--- config.mk ---
export PLATFORM = sky130hd
export DESIGN_NAME = alu_issue_ctrl
export DESIGN_NICKNAME = d
export VERILOG_FILES = /design/src/rtl/alu_issue_ctrl.sv
export SDC_FILE = /design/constraint.sdc
export NUM_CORES = 1
export LEC_CHECK = 0
export CORE_UTILIZATION = 54
export CTS_CLUSTER_SIZE = 25
export DETAILED_ROUTE_END_ITERATION = 8
export GPL_TIMING_DRIVEN = 0
export HOLD_SLACK_MARGIN = 0.15
export PLACE_DENSITY_LB_ADDON = 0.05
export SETUP_SLACK_MARGIN = 0.4
export SLEW_MARGIN = 20
export SYNTH_ARGS = -nofsm -noshare
export SYNTH_HDL_FRONTEND = slang
export SYNTH_SLANG_ARGS = --single-unit
export TNS_END_PERCENT = 1
--- constraint.sdc ---
create_clock -name clk -period 2.3 [get_ports clk]
set_input_delay 0.345 -clock clk [delete_from_list [all_inputs] [get_ports clk]]
set_output_delay 0.345 -clock clk [all_outputs]
set_load 0.03 [all_outputs]
--- src/rtl/alu_issue_ctrl.sv ---
// Command front-end and 8x8 register file for the combinational 8-bit ALU.
// Runs one command at a time through IDLE -> EXEC -> RESP. In IDLE it reads the
// operands and registers them towards the ALU. In EXEC it captures the ALU
// result and writes it back. In RESP it holds the response until the consumer
// takes it.
module alu_issue_ctrl (
    input  logic       clk,
    input  logic       rst_n,
    input  logic       cmd_valid,
    output logic       cmd_ready,
    input  logic [3:0] cmd_op,
    input  logic [2:0] cmd_rd,
    input  logic [2:0] cmd_rs1,
    input  logic [2:0] cmd_rs2,
    input  logic       cmd_imm_en,
    input  logic [7:0] cmd_imm,
    output logic [7:0] alu_a,
    output logic [7:0] alu_b,
    output logic [3:0] alu_sel,
    input  logic [7:0] alu_out,
    input  logic       alu_carry,
    output logic       rsp_valid,
    input  logic       rsp_ready,
    output logic [7:0] rsp_data,
    output logic [2:0] rsp_rd,
    output logic       rsp_carry,
    output logic       rsp_zero,
    output logic       rsp_err,
    input  logic [2:0] dbg_addr,
    output logic [7:0] dbg_data
);

    localparam logic [1:0] IDLE = 2'd0;
    localparam logic [1:0] EXEC = 2'd1;
    localparam logic [1:0] RESP = 2'd2;

    localparam logic [3:0] OP_ADD = 4'b0000;
    localparam logic [3:0] OP_DIV = 4'b0011;

    logic [1:0] state;
    logic [7:0] rf [0:7];
    logic [2:0] rd_q;
    logic       div_zero_q;
    logic [7:0] op_a;
    logic [7:0] op_b;
    logic [7:0] wb_value;
    logic       cmd_fire;
    logic       rsp_fire;

    // A divide by zero yields all-ones regardless of what the ALU produced.
    function automatic logic [7:0] result_sel(input logic dz, input logic [7:0] res);
        return dz ? 8'hFF : res;
    endfunction

    assign cmd_ready = (state == IDLE);
    assign rsp_valid = (state == RESP);
    assign cmd_fire  = cmd_valid && cmd_ready;
    assign rsp_fire  = rsp_valid && rsp_ready;
    assign wb_value  = result_sel(div_zero_q, alu_out);

    // Operand fetch; register 0 is hardwired to zero on every read port.
    always_comb begin
        op_a     = (cmd_rs1 == 3'd0) ? 8'h00 : rf[cmd_rs1];
        op_b     = cmd_imm_en ? cmd_imm : ((cmd_rs2 == 3'd0) ? 8'h00 : rf[cmd_rs2]);
        dbg_data = (dbg_addr == 3'd0) ? 8'h00 : rf[dbg_addr];
    end

    // Control FSM: one command in flight, three cycles minimum per command.
    always_ff @(posedge clk or negedge rst_n) begin
        if (!rst_n) begin
            state <= IDLE;
        end else begin
            case (state)
                IDLE:    if (cmd_fire) state <= EXEC;
                EXEC:    state <= RESP;
                RESP:    if (rsp_fire) state <= IDLE;
                default: state <= IDLE;
            endcase
        end
    end

    // Issue registers toward the ALU (held until the next accept) and response capture.
    always_ff @(posedge clk or negedge rst_n) begin
        if (!rst_n) begin
            alu_a      <= 8'h00;
            alu_b      <= 8'h00;
            alu_sel    <= 4'h0;
            rd_q       <= 3'd0;
            div_zero_q <= 1'b0;
            rsp_data   <= 8'h00;
            rsp_rd     <= 3'd0;
            rsp_carry  <= 1'b0;
            rsp_zero   <= 1'b0;
            rsp_err    <= 1'b0;
        end else begin
            if (cmd_fire) begin
                alu_a      <= op_a;
                alu_b      <= op_b;
                alu_sel    <= cmd_op;
                rd_q       <= cmd_rd;
                div_zero_q <= (cmd_op == OP_DIV) && (op_b == 8'h00);
            end
            if (state == EXEC) begin
                rsp_data  <= wb_value;
                rsp_rd    <= rd_q;
                rsp_carry <= (alu_sel == OP_ADD) ? alu_carry : 1'b0;
                rsp_zero  <= (wb_value == 8'h00);
                rsp_err   <= div_zero_q;
            end
        end
    end

    // Register file writeback at the end of EXEC; writes to register 0 are dropped.
    always_ff @(posedge clk or negedge rst_n) begin
        if (!rst_n) begin
            for (int i = 0; i < 8; i++) rf[i] <= 8'h00;
        end else if ((state == EXEC) && (rd_q != 3'd0)) begin
            rf[rd_q] <= wb_value;
        end
    end

endmodule

==> results.cfg <==
[global_routing]
grt_first_pass_wirelength_um = 22940
grt_start_max_net_pins = 62
grt_overflow_total = 0
grt_pass1_vias = 4257
initial_antenna_violation_count = 0
grt.total_usage_pct = 30.69

[layout]
fraction_of_layout_instances_using_a_drive_strength_above_1_pct = 18.34
design_area_um2 = 6671
nFillCells = 717
stdcell_count = 756
antenna_cells_inserted = 0
finish.utilization_pct = 70.86
finish.net_count = 660
syn2layout_area_growth_pct = 25.11

[detailed_routing]
post_drt_wl_per_cell_um = 19.69
vias_per_cell = 5.906
drt-total-wl_um = 14890
routed_wire_length_on_met2_um = 6893
count_of_nets_left_with_antenna_violations_after_detail_routing = 0
top_signal_layer_used = met4
detailedRoute.firstPassIterationCount = 5
routedLengthMet1_um = 6905
1st_iter_drt_viols = 282
drc = 0
routed-wl-met3_um = 738
via_count = 4465

[cts]
cts.root.buffer_cell = clkbuf_8
ctsHtreeMaxLevel = 3
clock_latency_ns = 0.38
tritoncts_num_sinks = 104
cts_made_buffers = 9
tritoncts = built
clock_path_buffers = 2
clk_pin_slew_ns = 0.10

[worst_setup_path]
crit_chain = mux4_2, nor2_2, a221oi_4, buf_4
cp_top_family = multiplexers
setup.worst_path.start_class = flip-flop
master_of_the_slowest_instance_on_the_critical_path = mux4_2
worst-path-max-fanout = 4
worst_setup_path_end_kind = output port
path_buf_inv = 1
crit_path_max_incr_delay_ns = 0.49
timing.critical_path.required_ns = 1.96
timing.setup.critical_path_class = reg2out
crit_arrival_ns = 1.69

[floorplan]
floorplan.die_area_um2 = 10280
die_h_um = 101.4
initial_core_util_pct = 56.64
fp.dieW_um = 101.4
area_of_the_placeable_core_um2 = 9415
std_cell_rows = 35
ios = 82

[sta]
unrepaired_setup_endpoints_after_global_routing = true
finClkSkew_ns = 0.01146
final_hold_viol_count = 0
max_fclk_mhz = 492.1
max-slew-margin-rel_pct = 52.78
layout_worst_path_cycle_share_pct = 88.36
final_period_minus_worst_setup_slack_ns = 2.032
drv_slew = 0
worst_hold_slack_ns = 0.4485
worst-slew-pin-transition_ns = 0.7057
setup_violations = 0
timing.final.ws_setup_ns = 0.2678

[run]
max_cap_violations = 0

[placed_design]
pre_cts_ws_ns = -0.6083
post-place-cells = 733
placed_area_um2 = 6359
hpwl_um = 11530
gp_congestion = 0.9537
buffer_ports.inserted = 74

[run_status]
result_of_the_run = finished clean

[logic_synthesis]
synth.most_common_cell = dfrtp_1
synth.distinct_cells = 36
synth.top_cells.by_count = 104 x dfrtp_1, 71 x o21ai_0, 67 x nand2_1, 59 x nor2_1, 42 x a21oi_1
synth_area_um2 = 5333
dominantRegCellSynth = dfrtp_1
synth_largest_area_cell = dfrtp_1
synth.net_count = 567
synthArstFlopShare_pct = 100.0
number_of_enable_flip_flop_cells_after_synthesis = 0
post_synth.cell_area_avg_um2 = 10.08
synth_sequential_area_ratio_pct = 48.80
ys_top_cells_by_area = dfrtp_1 49%, mux4_2 7.2%, o21ai_0 6.7%, mux2_2 5.1%, nand2_1 4.7%
number_of_synthesized_register_bits = 104
yosys_warnings = 0
postSynthCellCount = 529
yosysTopAreaCellShare_pct = 48.80

[pwr]
power_density_nw_per_um2 = 1283
irDropWorstVdd_v = 0.0009257
power_leakage_nw = 2.803

[hold_path]
hold_path.class = in2async
layout make-up:
class | instances | area [um^2] | share of cell area (%)
tap | 129 | 161.4 | 2.419
inverter | 4 | 15.01 | 0.2251
clock buffer | 9 | 123.9 | 1.857
clock inverter | 7 | 88.84 | 1.332
sequential | 104 | 2609 | 39.10
buffer | 46 | 242.7 | 3.638
timing repair buffer | 82 | 803.3 | 12.04
multi-input combinational | 375 | 2628 | 39.38
kinds of logic after synthesis:
| group | count (synthesis) | share of synthesized area, % |
|---|---|---|
| multiplexers | 67 | 17.48 |
| AO/OA/AOI/OAI | 146 | 15.96 |
| flip-flops | 104 | 48.80 |
| AND/OR/NAND/NOR | 162 | 13.51 |
| buffers and inverters | 50 | 4.247 |
layer usage:
metal	global-route usage (%)	up-vias
met5	0	-
met4	10.14	0
met3	4.762	22
met2	47.67	155
met1	44.52	2213
li1	-	2075
path summary, 6_finish.rpt:
check | startpoint | to | slack [ns] | cells past startpoint
setup / recovery | rf[42]$_DFFE_PN0P_ | dbg_data[2] | 0.27 | 4
hold / removal | rst_n | rf[62]$_DFFE_PN0P_ | 0.45 | 2
setup reg to reg | rf[6]$_DFFE_PN0P_ | div_zero_q$_DFFE_PN0P_ | 0.42 | 5
hold reg to reg | rf[60]$_DFFE_PN0P_ | rf[60]$_DFFE_PN0P_ | 0.47 | 1
max in group asynchronous | rst_n | rf[24]$_DFFE_PN0P_ | 1.21 | 3
min in group clk | rf[60]$_DFFE_PN0P_ | rf[60]$_DFFE_PN0P_ | 0.47 | 1
power by group:
group	internal (mW)	switching, mW
clock	0.528	0.697
combinational	1.71	1.98
sequential	2.64	1.01
stage by stage:
stage	power, mW	setup TNS, ns
final	8.562	0
after detailed placement	7.215	-4.074
after global placement	7.068	-301.75
after global routing	9.012	0
after CTS	8.455	0
after floorplan	5.642	0
registers in the layout, indices dropped and copies added (netlist names), 2 cells and up:
register	cells
state	2
alu_sel	4
rf	64
rsp_rd	3
rd_q	3
rsp_data	8
alu_b	8
alu_a	8
cells in the final DEF (no fill, tap or decap), drive strengths merged, types with 5 or more instances in the layout:
master         instances
a21oi                 42
mux4                  18
mux2i                 23
clkbuf                41
a221oi                15
o21ai                 71
a221o                  5
and2                   6
nand2                 68
mux2                  26
clkdlybuf4s50         63
nor2b                 12
dfrtp                104
nor2                  59
inv                    7
buf                   30
a22oi                  8
what timing repair did:
| action | 4_1_cts | 5_1_grt |
|---|---|---|
| setup buffers | 5 | 1 |
| hold buffers | 1 | 0 |
| endpoints found under the setup margin | 22 | 56 |
| pin swaps | 1 | 0 |
| gates resized for setup | 61 | 29 |
| hold endpoints to repair | 43 | 0 |
| cloned | 0 | 0 |
No activity file was read; power rests on OpenSTA's default activity.
